**src/rtl/matriz_seta_animada.sv**
```systemverilog
// Scanned LED-matrix arrow driver: column multiplexing, up/down scrolling arrow
// and emergency blink, all synchronous to a single clock.
module matriz_seta_animada #(
   parameter int NUM_COLS  = 5,
   parameter int NUM_ROWS  = 7,
   parameter int SCAN_DIV  = 1000,
   parameter int FRAME_DIV = 50
) (
   input  logic                clock,
   input  logic                reset,
   input  logic [1:0]          direcao,
   input  logic                animar,
   output logic [NUM_COLS-1:0] colunas,
   output logic [NUM_ROWS-1:0] linhas,
   output logic                quadro_fim
);

   localparam int SCAN_W  = (SCAN_DIV  > 1) ? $clog2(SCAN_DIV)  : 1;
   localparam int COL_W   = (NUM_COLS  > 1) ? $clog2(NUM_COLS)  : 1;
   localparam int FRAME_W = (FRAME_DIV > 1) ? $clog2(FRAME_DIV) : 1;
   localparam int ROW_W   = (NUM_ROWS  > 1) ? $clog2(NUM_ROWS)  : 1;
   localparam int CENTER  = (NUM_COLS - 1) / 2;

   localparam logic [SCAN_W-1:0]  SCAN_LAST  = SCAN_W'(SCAN_DIV - 1);
   localparam logic [COL_W-1:0]   COL_LAST   = COL_W'(NUM_COLS - 1);
   localparam logic [FRAME_W-1:0] FRAME_LAST = FRAME_W'(FRAME_DIV - 1);
   localparam logic [ROW_W-1:0]   ROW_LAST   = ROW_W'(NUM_ROWS - 1);

   typedef enum logic [1:0] {
      PARADO     = 2'b00,
      SUBINDO    = 2'b01,
      DESCENDO   = 2'b10,
      EMERGENCIA = 2'b11
   } modo_t;

   logic [SCAN_W-1:0]   scan_cnt_q,   scan_cnt_d;
   logic [COL_W-1:0]    col_idx_q,    col_idx_d;
   logic [FRAME_W-1:0]  frame_cnt_q,  frame_cnt_d;
   logic [ROW_W-1:0]    offset_q,     offset_d;
   logic                blink_q,      blink_d;
   modo_t               modo_q,       modo_d;
   logic [NUM_COLS-1:0] colunas_q,    colunas_d;
   logic [NUM_ROWS-1:0] linhas_q,     linhas_d;
   logic                quadro_fim_q, quadro_fim_d;

   logic scan_fim;
   logic col_fim;
   logic frame_tick;
   logic modo_muda;
   logic anima_ativa;

   // Arrow shape: a triangle head over the top C+1 rows, a one-column shaft below.
   function automatic logic pixel_aceso(input int p, input int col);
      int d;
      d = (col >= CENTER) ? (col - CENTER) : (CENTER - col);
      if (p <= CENTER) begin
         return (d <= p);
      end
      return (d == 0);
   endfunction

   // Source pattern row for display row r; the sum stays below 2*NUM_ROWS,
   // so a single conditional subtract is an exact modulo.
   function automatic int linha_fonte(input int r, input int off, input logic desce);
      int s;
      s = (desce ? (NUM_ROWS - 1 - r) : r) + off;
      if (s >= NUM_ROWS) begin
         s = s - NUM_ROWS;
      end
      return s;
   endfunction

   always_comb begin
      scan_fim   = (scan_cnt_q == SCAN_LAST);
      col_fim    = scan_fim && (col_idx_q == COL_LAST);
      frame_tick = col_fim && (frame_cnt_q == FRAME_LAST);

      scan_cnt_d = scan_fim ? '0 : scan_cnt_q + 1'b1;

      col_idx_d = col_idx_q;
      if (scan_fim) begin
         col_idx_d = (col_idx_q == COL_LAST) ? '0 : col_idx_q + 1'b1;
      end

      frame_cnt_d = frame_cnt_q;
      if (col_fim) begin
         frame_cnt_d = (frame_cnt_q == FRAME_LAST) ? '0 : frame_cnt_q + 1'b1;
      end
   end

   // A mode change clears the animation state even when it lands on a frame tick.
   always_comb begin
      modo_d      = modo_t'(direcao);
      modo_muda   = (modo_d != modo_q);
      anima_ativa = animar && ((modo_q == SUBINDO) || (modo_q == DESCENDO));

      offset_d = offset_q;
      if (modo_muda || !anima_ativa) begin
         offset_d = '0;
      end else if (frame_tick) begin
         offset_d = (offset_q == ROW_LAST) ? '0 : offset_q + 1'b1;
      end

      blink_d = blink_q;
      if (modo_muda || (modo_q != EMERGENCIA)) begin
         blink_d = 1'b0;
      end else if (frame_tick) begin
         blink_d = ~blink_q;
      end
   end

   always_comb begin
      colunas_d            = '0;
      colunas_d[col_idx_q] = 1'b1;

      linhas_d = '1;
      case (modo_q)
         SUBINDO, DESCENDO: begin
            for (int r = 0; r < NUM_ROWS; r++) begin
               linhas_d[r] = ~pixel_aceso(
                  linha_fonte(r, int'(offset_q), modo_q == DESCENDO),
                  int'(col_idx_q));
            end
         end
         EMERGENCIA: linhas_d = {NUM_ROWS{blink_q}};
         default:    linhas_d = '1;
      endcase

      quadro_fim_d = frame_tick;
   end

   always_ff @(posedge clock) begin
      if (reset) begin
         scan_cnt_q   <= '0;
         col_idx_q    <= '0;
         frame_cnt_q  <= '0;
         offset_q     <= '0;
         blink_q      <= 1'b0;
         modo_q       <= PARADO;
         colunas_q    <= '0;
         linhas_q     <= '1;
         quadro_fim_q <= 1'b0;
      end else begin
         scan_cnt_q   <= scan_cnt_d;
         col_idx_q    <= col_idx_d;
         frame_cnt_q  <= frame_cnt_d;
         offset_q     <= offset_d;
         blink_q      <= blink_d;
         modo_q       <= modo_d;
         colunas_q    <= colunas_d;
         linhas_q     <= linhas_d;
         quadro_fim_q <= quadro_fim_d;
      end
   end

   assign colunas    = colunas_q;
   assign linhas     = linhas_q;
   assign quadro_fim = quadro_fim_q;

endmodule

```
**config.mk**
```make
export PLATFORM = sky130hd
export DESIGN_NAME = matriz_seta_animada
export DESIGN_NICKNAME = d
export VERILOG_FILES = /design/src/rtl/matriz_seta_animada.sv
export SDC_FILE = /design/constraint.sdc
export NUM_CORES = 1
export LEC_CHECK = 0
export ABC_AREA = 1
export BUFFER_PORTS_ARGS = -buffer_cell sky130_fd_sc_hd__buf_2
export CORE_MARGIN = 4
export CORE_UTILIZATION = 45
export CTS_CLUSTER_SIZE = 10
export DETAILED_ROUTE_END_ITERATION = 8
export MAX_ROUTING_LAYER = met4
export PLACE_DENSITY_LB_ADDON = 0.12
export SYNTH_ARGS = -nofsm -noshare
export SYNTH_HDL_FRONTEND = slang
export SYNTH_SLANG_ARGS = --single-unit
```
**constraint.sdc**
```tcl
create_clock -name clock -period 3.6 [get_ports clock]
set_clock_uncertainty 0.1 [all_clocks]
set_input_delay 0.18 -clock clock [delete_from_list [all_inputs] [get_ports clock]]
set_output_delay 0.18 -clock clock [all_outputs]
set_load 0.1 [all_outputs]
```
==> flow_summary.rst <==
.. list-table::
   :header-rows: 1

   * - Metric
     - Value
   * - Share of the synthesized area in the top cell type
     - a little over a fifth
   * - Most common flop cell mapped by yosys
     - sky130_fd_sc_hd__dfxtp_1
   * - Power density over the cells
     - 236 nW/um2
   * - HP Class
     - in2reg
   * - IO Count
     - 18
   * - H-tree levels
     - 2
   * - Post-Route WL
     - 7470 um
   * - Number of nets in the finished design
     - between 600 and 700
   * - Number of enable flip-flop cells after synthesis
     - 0
   * - Most frequent cells in the layout
     - sky130_fd_sc_hd__nand2_1, sky130_fd_sc_hd__inv_1, sky130_fd_sc_hd__ha_1
   * - Type of element capturing the critical path
     - flop
   * - Source-to-sink clock delay at the later pin of the worst-skew pair
     - ~300 ps
   * - Sequential-to-total area share from yosys stat
     - 21.6%
   * - Share of the clock period used by the worst path
     - between 90 and 100%
   * - Count of placed standard cells in the final layout, fillers left out
     - between 600 and 700
   * - Layout-stage area growth over the synthesis result
     - 10.9%
   * - CP startpoint kind
     - flop
   * - Starting density of the core
     - around 47%
   * - Worst slack on hold paths
     - roughly 30 ps
   * - Sum Neg Setup Slack
     - 0 ps
   * - Total routing usage reported by global routing
     - between 10% and 20%
   * - Highest clock rate
     - approximately 0.30 GHz
   * - Yosys warning total
     - 0
   * - Finished Cell Area
     - between 3000 and 4000 um2
   * - Global-route wire length before repair
     - 13200 um
   * - Routability-driven placement congestion ratio
     - 0.882
   * - Setup Viol. Count Final
     - 0
   * - Ant diodes
     - 0
   * - Final routed DRC violation total
     - 0
   * - Pin count of the biggest net entering global routing
     - 14
   * - Number of placed instances, taps included
     - approximately 650
   * - Worst IR drop on VDD
     - roughly 0.14 mV
   * - Clock Sink Count
     - 38
   * - Post-detailed-placement cell area
     - between 3000 and 4000 um2
   * - Average size of a mapped cell
     - 6.82 um2
   * - Post-Syn Area
     - roughly 3500 um2
   * - Async set-reset flop share out of synthesis
     - 0%
   * - Detail Placement HPWL
     - 5870 um
   * - Data arrival time of the worst path
     - 3430 ps
   * - Crit path max fanout
     - 5
   * - Aggregate global routing overflow
     - 0
   * - Slew at the pin with the worst max-slew slack
     - between 500 and 600 ps
   * - Remaining number of nets flagged by the antenna check after routing
     - 0
   * - Fraction of final layout cells with drive strength greater than 1
     - 11.6%
   * - Design Power
     - 0.921 mW
   * - Ranking of synthesized cells by area
     - sky130_fd_sc_hd__dfxtp_1, sky130_fd_sc_hd__ha_1, sky130_fd_sc_hd__nand2_1, sky130_fd_sc_hd__inv_1, sky130_fd_sc_hd__nor2_1
   * - Number of global-route vias before repair
     - just over 3000
   * - Max cap viols
     - 0
   * - Cells after Synth
     - ~520
   * - Number of hold violations in the final report
     - 0
   * - Routed wire length per instance
     - ~11 um
   * - Register clock-pin slew on the reported worst setup and hold paths
     - roughly 90 ps
   * - Number of register bits inferred by synthesis
     - 38
   * - Clock tree from TritonCTS
     - done
   * - Number of detailed-routing iterations run before antenna repair
     - 5
   * - Placeable Area
     - 7410 um2
   * - Cell at the root of the clock tree
     - sky130_fd_sc_hd__clkbuf_8
   * - Most frequent standard cell in the layout excluding fill and tap cells
     - sky130_fd_sc_hd__nand2_1
   * - Standby leakage power
     - 1.88 nW
   * - Number of rows in the core area
     - 31
   * - Critical path class
     - reg2reg
   * - Routed via count
     - ~3200
   * - Vias per std cell
     - ~4.9
   * - Cell taking the most area after synthesis
     - sky130_fd_sc_hd__dfxtp_1
   * - Worst slew slack as a fraction of its limit
     - between 60% and 70%
   * - Die Area
     - ~9300 um2
   * - Number of antenna violations at the first check in global routing
     - 0
   * - RSZ-0062 raised after global routing
     - false
   * - Number of port buffers
     - 17
   * - Outcome
     - completed
   * - Height of the chip
     - 96.4 um
   * - Fin crit period
     - between 3000 and 4000 ps
   * - CTS Buf Count
     - 5
   * - Number of max-slew violations in the final report
     - 0
   * - Starting DRC count in detailed routing
     - ~170
   * - # Post-CTS Setup Buffers
     - 0
   * - Library cells used by synthesis
     - 45
   * - Width of the die
     - slightly below 100 um
   * - Longest Clk Path Bufs
     - 2
   * - Data required time of the critical path
     - roughly 3700 ps
-- per-layer routing --
metal	part of all wire [%]	GRT usage, %	vias to the layer above
met5	0	-	-
li1	-	-	1751
met4	1.3	4.79	0
met3	3.6	2.63	11
met2	44	29.2	50
met1	51	24.6	1412
-- synthesized netlist by cell type (4+ instances only) --
| library cell | instances |
|---|---|
| sky130_fd_sc_hd__a21oi_1 | 28 |
| sky130_fd_sc_hd__dfxtp_1 | 38 |
| sky130_fd_sc_hd__fa_1 | 4 |
| sky130_fd_sc_hd__ha_1 | 51 |
| sky130_fd_sc_hd__inv_1 | 76 |
| sky130_fd_sc_hd__inv_2 | 6 |
| sky130_fd_sc_hd__nand2_1 | 134 |
| sky130_fd_sc_hd__nand2_2 | 5 |
| sky130_fd_sc_hd__nand3_1 | 26 |
| sky130_fd_sc_hd__nand4_1 | 9 |
| sky130_fd_sc_hd__nor2_1 | 43 |
| sky130_fd_sc_hd__nor2_2 | 5 |
| sky130_fd_sc_hd__nor3_1 | 7 |
| sky130_fd_sc_hd__nor3b_1 | 6 |
| sky130_fd_sc_hd__o21a_1 | 4 |
| sky130_fd_sc_hd__o21ai_0 | 20 |
| sky130_fd_sc_hd__o21ai_1 | 8 |
-- critical path: stages, from the launching register on --
cell                       delay, ps
sky130_fd_sc_hd__dfxtp_1         320
sky130_fd_sc_hd__inv_1           110
sky130_fd_sc_hd__ha_2            280
sky130_fd_sc_hd__inv_1            80
sky130_fd_sc_hd__ha_1            220
sky130_fd_sc_hd__fa_1            470
sky130_fd_sc_hd__nand2_1         120
sky130_fd_sc_hd__inv_1            60
sky130_fd_sc_hd__nor2_1          200
sky130_fd_sc_hd__nand2_4          90
sky130_fd_sc_hd__nand2_1          70
sky130_fd_sc_hd__o21a_1          120
sky130_fd_sc_hd__inv_1            40
sky130_fd_sc_hd__ha_1            280
sky130_fd_sc_hd__nand2_1          70
sky130_fd_sc_hd__o21ai_0          70
sky130_fd_sc_hd__nand2_1          60
sky130_fd_sc_hd__nand2_1          40
sky130_fd_sc_hd__a31o_2          190
sky130_fd_sc_hd__o211ai_1        170
sky130_fd_sc_hd__nand2_1          70
-- layout make-up --
| class | instances | area [um2] |
|---|---|---|
| inverter | 83 | 312 |
| timing repair buffer | 23 | 133 |
| tap | 99 | 124 |
| sequential | 38 | 761 |
| clock inverter | 2 | 12.5 |
| multi-input combinational | 406 | 2480 |
| fill | 728 | 3510 |
| clock buffer | 6 | 82.6 |
-- power breakdown --
part / leakage, nW / switching, mW / internal (mW)
clock network: 0.0472 / 0.175 / 0.154
registers: 0.309 / 0.00393 / 0.430
logic: 1.53 / 0.110 / 0.0475
total: 1.88 / 0.289 / 0.632
-- sequential cells by signal, summed over array words and instances, names as in the netlist --
name,count
scan_cnt_q,10
linhas,7
frame_cnt_q,6
colunas,5
col_idx_q,3
offset_q,3
modo_q,2
blink_q,1
quadro_fim,1
-- final timing paths --
kind / from / to / slack, ps / cells past startpoint
worst max-delay path: modo_q[0]$_SDFF_PP0_ / linhas[6]$_SDFF_PP1_ / 250 / 20
worst min-delay path: direcao[1] / modo_q[1]$_SDFF_PP0_ / 30 / 3
worst max register to register: modo_q[0]$_SDFF_PP0_ / linhas[6]$_SDFF_PP1_ / 250 / 20
worst min register to register: scan_cnt_q[0]$_SDFF_PP0_ / scan_cnt_q[0]$_SDFF_PP0_ / 370 / 1
-- kinds of logic (layout without fill, tap and decap cells) --
logic type,after synthesis,after routing,synth area share (%)
xor+xnor,6,6,2.13
other cells,1,14,0.107
fa+ha+maj,55,55,20.4
buf+inv,85,114,9.39
flops,38,38,21.6
simple gates,251,251,32.8
compound gates,80,80,13.5
-- stage by stage --
stage / util, % / worst slack, ps
final: 52.7 / 253
after global routing: 52.7 / 13.4
after CTS: 52.6 / 166
after detailed placement: 51.2 / 190
after global placement: 51.2 / 291
after floorplan: - / 387
-- timing repair --
item,in CTS,in global routing
gates resized for setup,0,2
hold buffers,1,0
endpoints found under the hold margin,1,0
endpoints found under the setup margin,0,3
Note: power is estimated with default switching activity, not from simulation.
